### src/rtl/spi_reg_port.sv
// spi_reg_port: SPI mode-0 slave bridging two-byte frames (command, data) onto a
// byte-wide peripheral register port. spi_clk edges are found by oversampling on clk.
//
// Ports:
//   clk, rst       system clock, synchronous active-high reset
//   spi_cs_n       chip select (active low, pre-synchronized)
//   spi_clk        SPI clock (idle low, pre-synchronized)
//   spi_mosi       serial data in (pre-synchronized)
//   spi_miso       serial data out (registered)
//   reg_addr       peripheral register address
//   reg_data_i     peripheral read data
//   reg_data_o     peripheral write data
//   reg_data_o_dv  one-cycle write strobe
//   reg_rd         one-cycle read strobe
//
// Build option: define SPI_REG_AUTO_INC_EN to keep streaming bytes to successive
// addresses instead of ignoring everything after the first data byte.
module spi_reg_port #(
  parameter int unsigned ADDR_W = 4,
  parameter int unsigned DATA_W = 8
) (
  input  logic              clk,
  input  logic              rst,
  input  logic              spi_cs_n,
  input  logic              spi_clk,
  input  logic              spi_mosi,
  output logic              spi_miso,
  output logic [ADDR_W-1:0] reg_addr,
  input  logic [DATA_W-1:0] reg_data_i,
  output logic [DATA_W-1:0] reg_data_o,
  output logic              reg_data_o_dv,
  output logic              reg_rd
);

  localparam int unsigned BYTE_W = 8;
  localparam int unsigned CNT_W  = 3;

  if (DATA_W != 8) begin : g_data_w_check
    $error("spi_reg_port: DATA_W must be 8");
  end
  if (ADDR_W < 1 || ADDR_W > 7) begin : g_addr_w_check
    $error("spi_reg_port: ADDR_W must be in 1..7");
  end

  typedef enum logic [1:0] {IDLE, CMD, DATA, HOLD} state_t;

  state_t              state_q, state_d;
  logic [CNT_W-1:0]    bit_cnt_q, bit_cnt_d;
  logic [BYTE_W-2:0]   rx_shift_q, rx_shift_d;
  logic [DATA_W-1:0]   tx_shift_q, tx_shift_d;
  logic                sclk_prev_q;
  logic                rw_q, rw_d;
  logic                miso_q, miso_d;
  logic [ADDR_W-1:0]   addr_q, addr_d;
  logic [DATA_W-1:0]   wdata_q, wdata_d;
  logic                dv_q, dv_d;
  logic                rd_q, rd_d;

  logic                rise_c;
  logic                fall_c;
  logic [BYTE_W-1:0]   byte_c;
  logic                last_bit_c;

  assign rise_c     = spi_clk & ~sclk_prev_q;
  assign fall_c     = ~spi_clk & sclk_prev_q;
  // Byte as it stands once the current mosi bit is shifted in.
  assign byte_c     = {rx_shift_q, spi_mosi};
  assign last_bit_c = (bit_cnt_q == CNT_W'(7));

  // Next-state and next-output logic.
  always_comb begin
    state_d    = state_q;
    bit_cnt_d  = bit_cnt_q;
    rx_shift_d = rx_shift_q;
    tx_shift_d = tx_shift_q;
    rw_d       = rw_q;
    miso_d     = miso_q;
    addr_d     = addr_q;
    wdata_d    = wdata_q;
    dv_d       = 1'b0;
    rd_d       = 1'b0;

    // Peripheral has seen the address for one cycle by now; capture its read data.
    if (rd_q) begin
      tx_shift_d = reg_data_i;
    end

    if (spi_cs_n) begin
      state_d   = IDLE;
      bit_cnt_d = '0;
      miso_d    = 1'b0;
    end else begin
      unique case (state_q)
        IDLE: begin
          state_d   = CMD;
          bit_cnt_d = '0;
        end

        CMD: begin
          if (rise_c) begin
            rx_shift_d = byte_c[BYTE_W-2:0];
            bit_cnt_d  = CNT_W'(bit_cnt_q + CNT_W'(1));
            if (last_bit_c) begin
              rw_d    = byte_c[BYTE_W-1];
              addr_d  = ADDR_W'(byte_c);
              rd_d    = ~byte_c[BYTE_W-1];
              state_d = DATA;
            end
          end
        end

        DATA: begin
`ifdef SPI_REG_AUTO_INC_EN
          // Write address advances only after its strobe has gone out.
          if (dv_q) begin
            addr_d = ADDR_W'(addr_q + ADDR_W'(1));
          end
`endif
          if (fall_c && !rw_q) begin
            miso_d     = tx_shift_q[DATA_W-1];
            tx_shift_d = {tx_shift_q[DATA_W-2:0], 1'b0};
          end
          if (rise_c) begin
            rx_shift_d = byte_c[BYTE_W-2:0];
            bit_cnt_d  = CNT_W'(bit_cnt_q + CNT_W'(1));
            if (last_bit_c) begin
              if (rw_q) begin
                wdata_d = DATA_W'(byte_c);
                dv_d    = 1'b1;
              end
`ifdef SPI_REG_AUTO_INC_EN
              if (!rw_q) begin
                addr_d = ADDR_W'(addr_q + ADDR_W'(1));
                rd_d   = 1'b1;
              end
`else
              state_d = HOLD;
              miso_d  = 1'b0;
`endif
            end
          end
        end

        HOLD: begin
          miso_d = 1'b0;
        end

        default: begin
          state_d = IDLE;
        end
      endcase
    end
  end

  // State and output registers.
  always_ff @(posedge clk) begin
    if (rst) begin
      state_q     <= IDLE;
      bit_cnt_q   <= '0;
      rx_shift_q  <= '0;
      tx_shift_q  <= '0;
      sclk_prev_q <= 1'b0;
      rw_q        <= 1'b0;
      miso_q      <= 1'b0;
      addr_q      <= '0;
      wdata_q     <= '0;
      dv_q        <= 1'b0;
      rd_q        <= 1'b0;
    end else begin
      state_q     <= state_d;
      bit_cnt_q   <= bit_cnt_d;
      rx_shift_q  <= rx_shift_d;
      tx_shift_q  <= tx_shift_d;
      sclk_prev_q <= spi_clk;
      rw_q        <= rw_d;
      miso_q      <= miso_d;
      addr_q      <= addr_d;
      wdata_q     <= wdata_d;
      dv_q        <= dv_d;
      rd_q        <= rd_d;
    end
  end

  assign spi_miso      = miso_q;
  assign reg_addr      = addr_q;
  assign reg_data_o    = wdata_q;
  assign reg_data_o_dv = dv_q;
  assign reg_rd        = rd_q;

endmodule
### config.mk
export PLATFORM = sky130hd
export DESIGN_NAME = spi_reg_port
export DESIGN_NICKNAME = d
export VERILOG_FILES = /design/src/rtl/spi_reg_port.sv
export SDC_FILE = /design/constraint.sdc
export NUM_CORES = 1
export LEC_CHECK = 0
export BUFFER_PORTS_ARGS = -buffer_cell sky130_fd_sc_hd__buf_2
export CORE_ASPECT_RATIO = 1.1
export CORE_UTILIZATION = 58
export DETAILED_ROUTE_END_ITERATION = 16
export PLACE_DENSITY = 0.82
export REMOVE_ABC_BUFFERS = 1
export SLEW_MARGIN = 20
export SYNTH_ARGS = -nofsm -noshare
export SYNTH_HDL_FRONTEND = slang
export SYNTH_SLANG_ARGS = --single-unit
### constraint.sdc
create_clock -name clk -period 4.96 [get_ports clk]
set_clock_uncertainty 0.15 [all_clocks]
set_input_delay 0.248 -clock clk [delete_from_list [all_inputs] [get_ports clk]]
set_output_delay 0.248 -clock clk [all_outputs]
set_load 0.05 [all_outputs]
=== Word level (Yosys, flattened, before mapping) ===
Cells that the tools add are included.

* Input port bits: 13
* Output and inout bits: 15
* Register bits after elaboration: 37

* Add/subtract/negate cells: 1
* Bitwise operators: 10
* Mux-type cells: 16
* Reductions and logical operators: 15
* Eq/ne operators: 9

{| class="wikitable"
|+ Operator list
! kind !! number
|-
| $mux W8 || 4
|-
| $reduce_and A5 Y1 || 2
|-
| $reduce_or A5 Y1 || 2
|-
| $mux W2 || 4
|-
| $ne A2 B2 Y1 const B || 4
|-
| $not A1 Y1 || 8
|-
| $pmux W2 S3 || 1
|-
| $pmux W3 S2 || 1
|-
| $eq A2 B2 Y1 const B || 2
|-
| $mux W1 || 4
|-
| $reduce_and A4 Y1 || 1
|-
| $reduce_bool A2 Y1 || 2
|-
| $reduce_or A2 Y1 || 2
|-
| $add A3 B1 Y3 const B || 1
|-
| $eq A3 B3 Y1 const B || 1
|-
| $mux W3 || 1
|-
| $reduce_and A3 Y1 || 1
|-
| $reduce_bool A3 Y1 || 1
|-
| $and A1 B1 Y1 || 2
|-
| $eq A2 B1 Y1 const B || 1
|-
| $logic_not A2 Y1 || 1
|-
| $ne A2 B1 Y1 const B || 1
|-
| $pmux W1 S2 || 1
|-
| $reduce_and A2 Y1 || 1
|-
| 2 further kinds || 2
|}

=== Logic depth before layout (Yosys ltp) ===
Gate-level depths: netlist of run 1.

* Depth in word-level cells: 7
* Mapped depth: 7

=== Least setup slack after synthesis of run 1 ===
OpenSTA, ideal clock, no wires.

* Kind: register to register
* Start: reg state_q[0]
* End: reg rx_shift_q[0]
* Cell stages (with the launch flop): 8
* Setup slack: 3.224 ns
* Data arrival time: 1.458 ns
* Clock period less this slack: 1.736 ns
* Required time: 4.682 ns
* Cell sequence: dfxtp_1 inv_1 ha_1 clkbuf_1 and3b_1 buf_4 mux2i_1 nor2_1

* Word-level cells in the longest chain between the ends: 3
* Elaborated cells on any way between the ends: 4
* Classes of those cells: eq/ne (2); reduce/logical (2)

{| class="wikitable"
|+ Ends and longest elaborated chain
! element !! RTL line !! text
|-
| from (decl) || 47 || <nowiki>state_t state_q, state_d;</nowiki>
|-
| from (signal assigned) || 170 || <nowiki>state_q <= state_d;</nowiki>
|-
| $eq A2 B2 Y1 / $eq A2 B1 Y1 (equally long branches) || 93 || <nowiki>unique case (state_q)</nowiki>
|-
| $reduce_or A2 Y1 (no line) * || - ||
|-
| $reduce_and A3 Y1 (no line) * || - ||
|-
| to (signal assigned) || 172 || <nowiki>rx_shift_q <= rx_shift_d;</nowiki>
|-
| to (decl) || 49 || <nowiki>logic [BYTE_W-2:0] rx_shift_q, rx_shift_d;</nowiki>
|}

Mark *: on every way between the ends. The rest lies on a longest branch, timed or not.
A chain may end at the register's enable or synchronous reset.

=== Worst setup path in the final report of run 1 ===
* Start: reg state_q[0]
* End: reg rx_shift_q[1]

The elaborated chain is that of the path after synthesis.

==> reports/summary.txt, run 1 <==
Outcome: finished, final reports clean
Total grt overflow: 0
FF-to-FF Start: state_q[0]$_SDFFE_PP0P_
CTS sink count: 37
Antenna Nets Post-Route: 0
H-Tree Depth: 2
Power, Total: 557 uW
Count leader, synth: dfxtp_1
N_diodes: 0
Clock transition at the registers of the reported paths: 110 ps
Fin. max-slew vios: 0
Fin crit share: 0.399
CP startpoint kind: flop
Fillers: 207
Die X-Extent: 52.1 um
Ys Warns: 0
Cells after synthesis: 151
Largest net degree at the start of global routing: 33
Post-synth top area cell: dfxtp_1
Area Growth Syn to Fin: 11.8%
Root Buffer: clkbuf_4
Worst Setup End Kind: flop
Yosys reg bits: 37
Number of max-cap violations: 0
Post-cts resize count: 0
Die Area: 0.00298 mm^2
Skew-Pair Late Insertion Delay: 340 ps
Inst Count DP: 199
Most frequent cells after synthesis: dfxtp_1 (37), mux2i_1 (31), nor2_1 (31)
Reg2Reg Depth: 5
Fmax achieved: 0.505 GHz
WP data required: 5020 ps
Vias in the first global route: 1137
Final cell count without fillers: 207
Synthesized area per cell: 10.6 um^2
Slew HR: 0.635
Worst Path Arrival: 2040 ps
Tmin final: 1980 ps
Worst Max-Slew Pin Slew: 548 ps
DRC Markers: 0
Critical Path Start: state_q[0]$_SDFFE_PP0P_
Nets: 196
Hold bufs inserted after CTS: 0
WL per Instance: 13.8 um
Vias/cell: 5.38
Gpl congestion: 0.739
Crit Path Max Fanout: 7
Hold path cells: 2
Number of flops mapped to enable cells by yosys: 0
Critical path type: reg2reg
DRT iter0 DRCs: 14
Core Util, Final: 0.697
Global Route Usage Sum: 0.226
Final Hold Fails: 0
Number of buffers added on ports: 27
Share of layout cells above drive strength 1: 0.239
Static leakage: 0.786 nW
Area of the mapped netlist: 0.00160 mm^2
CTS tree: yes
Hold Path Class: in2reg
Initial Utilization: 0.624
First-pass DRT Iterations: 4
DPL Wire Length: 2090 um
Sum Neg Setup Slack: 0 ps
Pwr Density: 311 mW/mm^2
Top post-synthesis cells by area: dfxtp_1 (46%), mux2i_1 (19%), nor2_1 (7.3%)
Vias: 1114
Routed wire length: 2860 um
Cts bufs inserted: 5
Post-synthesis sequential area ratio: 0.463
Setup Fix Bufs, Post-CTS: 0
Vert. Die Dim: 57.1 um
Top_reg_cell synth: dfxtp_1
Max Root-Sink Buffers: 2
Worst hold-check slack: 14.2 ps
Count of different cell masters after synthesis: 27
Min-delay src: spi_clk
Ports: 28
Ys async rst share: 0
Row count: 19
Synth top area share: 0.463
Initial antenna violation count: 0
Final setup vio count: 0
Core area: 0.00257 mm^2
Peak supply drop: 0.281 mV
First-pass GRT wire length: 4840 um
RSZ-0062 raised after global routing: no
layout make-up:
cell class                 instances  area, um^2  area share
timing repair buffer              27         135      0.0755
inverter                           3        11.3     0.00629
multi-input combinational        101         779       0.435
sequential                        37         741       0.414
clock buffer                       7        55.1      0.0307
clock inverter                     1        30.0      0.0168
tap                               31        38.8      0.0217
stage by stage:
step / cell area [um^2] / setup WS [ps]
after global placement: 1710 / 3140
after detailed placement: 1710 / 3010
final: 1790 / 2980
after floorplan: 1530 / 3250
after CTS: 1790 / 2980
after global routing: 1790 / 2850
kinds of logic after synthesis:
| logic type | Yosys count | share of synthesized area |
|---|---|---|
| adders and majority gates | 8 | 0.0625 |
| AOI/OAI and AO/OA | 12 | 0.0648 |
| buffers and inverters | 13 | 0.0508 |
| and+or+nand+nor | 49 | 0.160 |
| muxes | 31 | 0.194 |
| xor gates and xnor gates | 1 | 0.00547 |
| DFF | 37 | 0.462 |
power breakdown:
| group | switching, mW | total (mW) | internal, mW | leakage [nW] |
|---|---|---|---|---|
| logic | 0.0221 | 0.0387 | 0.0165 | 0.442 |
| clock network | 0.0965 | 0.217 | 0.120 | 0.0455 |
| registers | 0.00234 | 0.302 | 0.299 | 0.298 |
per-layer routing:
| layer | vias to the layer above | track usage | routed length (um) |
|---|---|---|---|
| met5 | - | 0 | 0 |
| met4 | 0 | 0.0927 | 52 |
| met3 | 6 | 0.0720 | 139 |
| met2 | 29 | 0.392 | 1410 |
| met1 | 510 | 0.248 | 1250 |
| li1 | 569 | - | - |
path summary, 6_finish.rpt:
kind | endpoint | slack [ps]
worst min register to register | reg_data_o[3]$_SDFFE_PP0P_ | 350
worst min-delay path | sclk_prev_q$_SDFF_PP0_ | 10
worst max register to register | rx_shift_q[1]$_SDFFE_PP0P_ | 2980
worst max-delay path | rx_shift_q[1]$_SDFFE_PP0P_ | 2980
worst max-delay path: stages, from the launching register on:
cell and delay, ps:
dfxtp_1 410, inv_1 100, ha_1 420, and3b_1 440, mux2i_1 270, nor2_1 70
sequential cells by signal, indices dropped and copies added (netlist names), 2 cells and up:
name,count
reg_addr,4
state_q,2
bit_cnt_q,3
rx_shift_q,7
tx_shift_q,8
reg_data_o,8
placed cells by master, fill, tap and decap left out:
cell	count
a211oi_1	8
a31oi_4	1
or2_2	2
xor2_1	1
buf_2	27
nor2b_1	4
ha_1	8
nand3_2	1
nor3b_1	2
inv_1	3
nor3_1	2
clkbuf_4	5
clkbuf_1	1
a32oi_1	2
nor4_1	1
nor2b_4	1
nand2b_2	1
and3_1	1
and4bb_2	1
mux2i_1	31
dfxtp_1	37
and3b_1	1
nor2_1	31
bufinv_16	1
a21oi_1	1
clkbuf_8	1
and4_4	1
Note: power is estimated with default switching activity, not from simulation.
==> inputs of run 2 (changes only) <==
- CORE_UTILIZATION: 58 -> 54
- PLACE_DENSITY: 0.82 -> 0.77
- clock period: 4.96 -> 2 ns (I/O delays scaled with it)
==> reports/summary.txt, run 2 (synthesis gave the netlist of run 1 again) <==
Outcome: finished, final reports clean
Max Root-Sink Buffers: 2
CTS tree: yes
CTS sink count: 37
Slew HR: 0.688
Crit path max-delay cell type: dfxtp_1
Nets: 209
Global Route Usage Sum: 0.202
Final Hold Fails: 0
Most common cell after layout, fill and taps aside: dfxtp_1
Initial Utilization: 0.571
DPL Wire Length: 1850 um
DRC Markers: 0
Die X-Extent: 53.9 um
Fin crit share: 0.917
Total grt overflow: 0
Fmax achieved: 0.545 GHz
FF+latch area: 741 um^2
Clock transition at the registers of the reported paths: 110 ps
Vert. Die Dim: 59.1 um
Reg2Reg Depth: 5
Skew-Pair Late Insertion Delay: 340 ps
First-pass DRT Iterations: 4
Critical Path Start: state_q[0]$_SDFFE_PP0P_
DRT iter0 DRCs: 19
Cts bufs inserted: 5
Row count: 20
Tmin final: 1830 ps
CP top delay family: simple AND/OR/NAND/NOR gates
CP startpoint kind: flop
Peak supply drop: 0.546 mV
Gr busiest metal: met2
Reg-to-reg endpoint: rx_shift_q[3]$_SDFFE_PP0P_
Met3 Track Usage GR: 0.0769
Share of layout cells above drive strength 1: 0.238
Ports: 28
Max stage delay on crit path: 410 ps
GRT met2 Usage: 0.323
First-pass GRT wire length: 4530 um
Static leakage: 0.826 nW
Fin. max-slew vios: 0
Die Area: 0.00319 mm^2
Vias: 1161
RSZ-0062 raised after global routing: no
Footprint of the multi-input gates: 781 um^2
Commonest non-fill, non-tap cells in the layout: dfxtp_1 (37), mux2i_1 (31), nor2_1 (31)
Worst Path Arrival: 1910 ps
Fillers: 224
Largest net degree at the start of global routing: 22
Vias/cell: 5.23
Crit Path Max Fanout: 7
Gpl congestion: 0.819
R2r setup slk: 170 ps
Core area: 0.00280 mm^2
Worst hold-check slack: 349 ps
Critical path type: reg2reg
Number of buffers added on ports: 27
H-Tree Depth: 2
WP data required: 2080 ps
Antenna Nets Post-Route: 0
Setup Fix Bufs, Post-CTS: 0
Grt met1 use: 0.236
WL per Instance: 12.2 um
CP endpoint: rx_shift_q[3]$_SDFFE_PP0P_
Bufs and invs on worst path: 1
Number of max-cap violations: 0
N_diodes: 0
Worst Max-Slew Pin Slew: 467 ps
Routed wire length: 2720 um
Area Growth Syn to Fin: 18.1%
Initial antenna violation count: 0
FF-to-FF Start: state_q[0]$_SDFFE_PP0P_
WP depth: 5
Sum Neg Setup Slack: 0 ps
Hold Path Class: reg2reg
Final setup vio count: 0
Root Buffer: clkbuf_4
Pwr Density: 659 mW/mm^2
Worst-path cell chain: inv_1 > ha_1 > and3b_2 > mux2i_1 > nor2_1
Worst Setup End Kind: flop
Vias in the first global route: 1062
run 2: cell count changes in the layout (fill, tap and decap cells not counted), sizes merged:
cell | before | now
dlygate4sd3 | 0 | 12
clkbuf | 7 | 5
clkinv | 0 | 2
buf | 27 | 28
bufinv | 1 | 0
clkinvlp | 0 | 1
run 2: per-stage QoR:
step	setup WS [ps]	cells	instance area (um^2)	util	power (mW)
2_1_floorplan	293	141	1530	-	0.825
3_5_place_dp	74.5	202	1720	0.612	0.860
6_report	167	222	1890	0.675	1.25
5_1_grt	1.85	222	1890	0.675	1.31
4_1_cts	33.3	222	1890	0.675	1.26
3_3_place_gp	178	202	1720	0.612	0.855
run 2: layout make-up:
cell class / count / area share
Tap cell: 33 / 0.0218
Timing Repair Buffer: 40 / 0.139
Clock inverter: 3 / 0.00926
Multi-Input combinational cell: 101 / 0.413
Inverter: 3 / 0.00595
Clock buffer: 5 / 0.0198
Sequential cell: 37 / 0.392
run 2: worst reg2reg max path: stages (launching register included):
cell	delay [ps]
dfxtp_1	410
inv_1	100
ha_1	410
and3b_2	360
mux2i_1	240
nor2_1	60
run 2: where the power goes:
| group | switching, mW | internal [mW] |
|---|---|---|
| Combinational | 0.0561 | 0.0574 |
| Sequential | 0.00560 | 0.742 |
| Clock | 0.254 | 0.132 |
| Total | 0.315 | 0.932 |
run 2: timing repair:
action                                 4_1_cts  5_1_grt
hold buffers                                12        0
gates resized for setup                      0        1
setup endpoints to repair                    0        6
endpoints found under the hold margin       33        0
run 2: worst min path at each step:
stage                          endpoint                       start  cells after the start
2_1_floorplan  reg_data_o_dv$_SDFF_PP0_                         rst                      1
3_3_place_gp     sclk_prev_q$_SDFF_PP0_                     spi_clk                      2
3_5_place_dp     sclk_prev_q$_SDFF_PP0_                     spi_clk                      2
4_1_cts               reg_rd$_SDFF_PP0_  rx_shift_q[6]$_SDFFE_PP0P_                      1
5_1_grt               reg_rd$_SDFF_PP0_  rx_shift_q[6]$_SDFFE_PP0P_                      1
6_report              reg_rd$_SDFF_PP0_  rx_shift_q[6]$_SDFFE_PP0P_                      1
run 2: per-layer routing:
layer / vias to the layer above / share of wire
met3: 7 / 0.042
met1: 543 / 0.47
met2: 21 / 0.47
li1: 590 / -
met5: - / 0
met4: 0 / 0.019
==> inputs of run 3 (changes only) <==
- RECOVER_POWER: default -> 50
==> reports/summary.txt, run 3 (synthesis gave the netlist of run 1 again) <==
Placed cell area: 0.00172 mm^2
Vias in the first global route: 1062
H-Tree Depth: 2
Worst Setup End Kind: flop
Slew HR: 0.606
Max Root-Sink Buffers: 2
Outcome: finished, final reports clean
Hold Path Class: reg2reg
Final Hold Fails: 0
CTS sink count: 37
Crit Path Max Fanout: 5
Initial antenna violation count: 0
Nets: 209
Sum Neg Setup Slack: 0 ps
Number of buffers added on ports: 27
Vias/cell: 5.26
Worst hold-check slack: 345 ps
DRC Markers: 0
Fin crit share: 0.916
Area Growth Syn to Fin: 16.6%
N_diodes: 0
WL per Instance: 12.3 um
Die Area: 0.00319 mm^2
DPL Wire Length: 1850 um
DRT iter0 DRCs: 24
Vias: 1167
First-pass GRT wire length: 4530 um
Core area: 0.00280 mm^2
CTS tree: yes
Worst Path Arrival: 1950 ps
Reg2Reg Depth: 6
Gpl congestion: 0.819
Share of layout cells above drive strength 1: 0.148
Root Buffer: clkbuf_4
Tmin final: 1830 ps
Critical path type: reg2reg
Initial Utilization: 0.571
Total grt overflow: 0
Worst Max-Slew Pin Slew: 594 ps
Fin. max-slew vios: 0
Most common cell after layout, fill and taps aside: dfxtp_1
Cts bufs inserted: 5
Inst Count DP: 202
Skew-Pair Late Insertion Delay: 340 ps
Largest net degree at the start of global routing: 22
Antenna Nets Post-Route: 0
CP startpoint kind: flop
Ports: 28
Die X-Extent: 53.9 um
Hold path cells: 1
Fmax achieved: 0.546 GHz
Vert. Die Dim: 59.1 um
Post-route cell area: 0.00187 mm^2
WP data required: 2110 ps
Row count: 20
Number of max-cap violations: 0
First-pass DRT Iterations: 4
RSZ-0062 raised after global routing: no
Clock transition at the registers of the reported paths: 120 ps
Commonest non-fill, non-tap cells in the layout: dfxtp_1 (37), mux2i_1 (31), nor2_1 (31)
Static leakage: 0.763 nW
Peak supply drop: 0.548 mV
Pwr Density: 667 mW/mm^2
Final setup vio count: 0
Final cell count without fillers: 222
Routed wire length: 2720 um
Global Route Usage Sum: 0.202
## run 3: changes by cell type in the layout (fill, tap and decap cells not counted), sizes merged
cell / change
buf: -15
clkbuf: +15
## run 3: final cells by class
class,instances,area (um^2)
clock inverters,3,17.5
inverters,3,11.3
clock buffers,5,37.5
well taps,33,41.3
multi-input cells,101,776
flip-flops and latches,37,741
fillers,235,935
repair buffers,40,244
## run 3: final timing paths
kind                               from                      end  slack (ps)
min          rx_shift_q[6]$_SDFFE_PP0P_        reg_rd$_SDFF_PP0_         350
max             state_q[0]$_SDFFE_PP0P_  state_q[0]$_SDFFE_PP0P_         170
max reg2reg     state_q[0]$_SDFFE_PP0P_  state_q[0]$_SDFFE_PP0P_         170
min reg2reg  rx_shift_q[6]$_SDFFE_PP0P_        reg_rd$_SDFF_PP0_         350
## run 3: critical path: stages (launching register included)
cell and delay [ps]:
dfxtp_1 410, inv_1 100, ha_1 260, or2_2 330, a31oi_4 220, nor2b_1 70
a211oi_1 210
## run 3: what timing repair did
item	CTS	global route
endpoints found under the hold margin	33	0
endpoints found under the setup margin	0	6
hold buffers	12	0
buffers inserted	0	0
resized for setup	0	1
## run 3: metal layers
| metal | part of all wire | vias up | GRT usage | routed length, um |
|---|---|---|---|---|
| met5 | 0 | - | 0 | 0 |
| met4 | 0.019 | 0 | 0.0902 | 51 |
| met3 | 0.046 | 7 | 0.0769 | 125 |
| met2 | 0.48 | 23 | 0.323 | 1300 |
| met1 | 0.46 | 546 | 0.236 | 1240 |
| li1 | - | 591 | - | - |
## run 3: stage by stage
stage                     power (mW)  setup WS, ps   util
after floorplan                0.825           293      -
after global placement         0.855           178  0.612
after detailed placement       0.860          74.5  0.612
after CTS                       1.26          33.3  0.675
after global routing            1.30          39.3  0.667
final                           1.25           168  0.667
## run 3: power breakdown
group	switching (mW)	internal [mW]
clock	0.254	0.132
sequential	0.00562	0.742
combinational	0.0555	0.0572
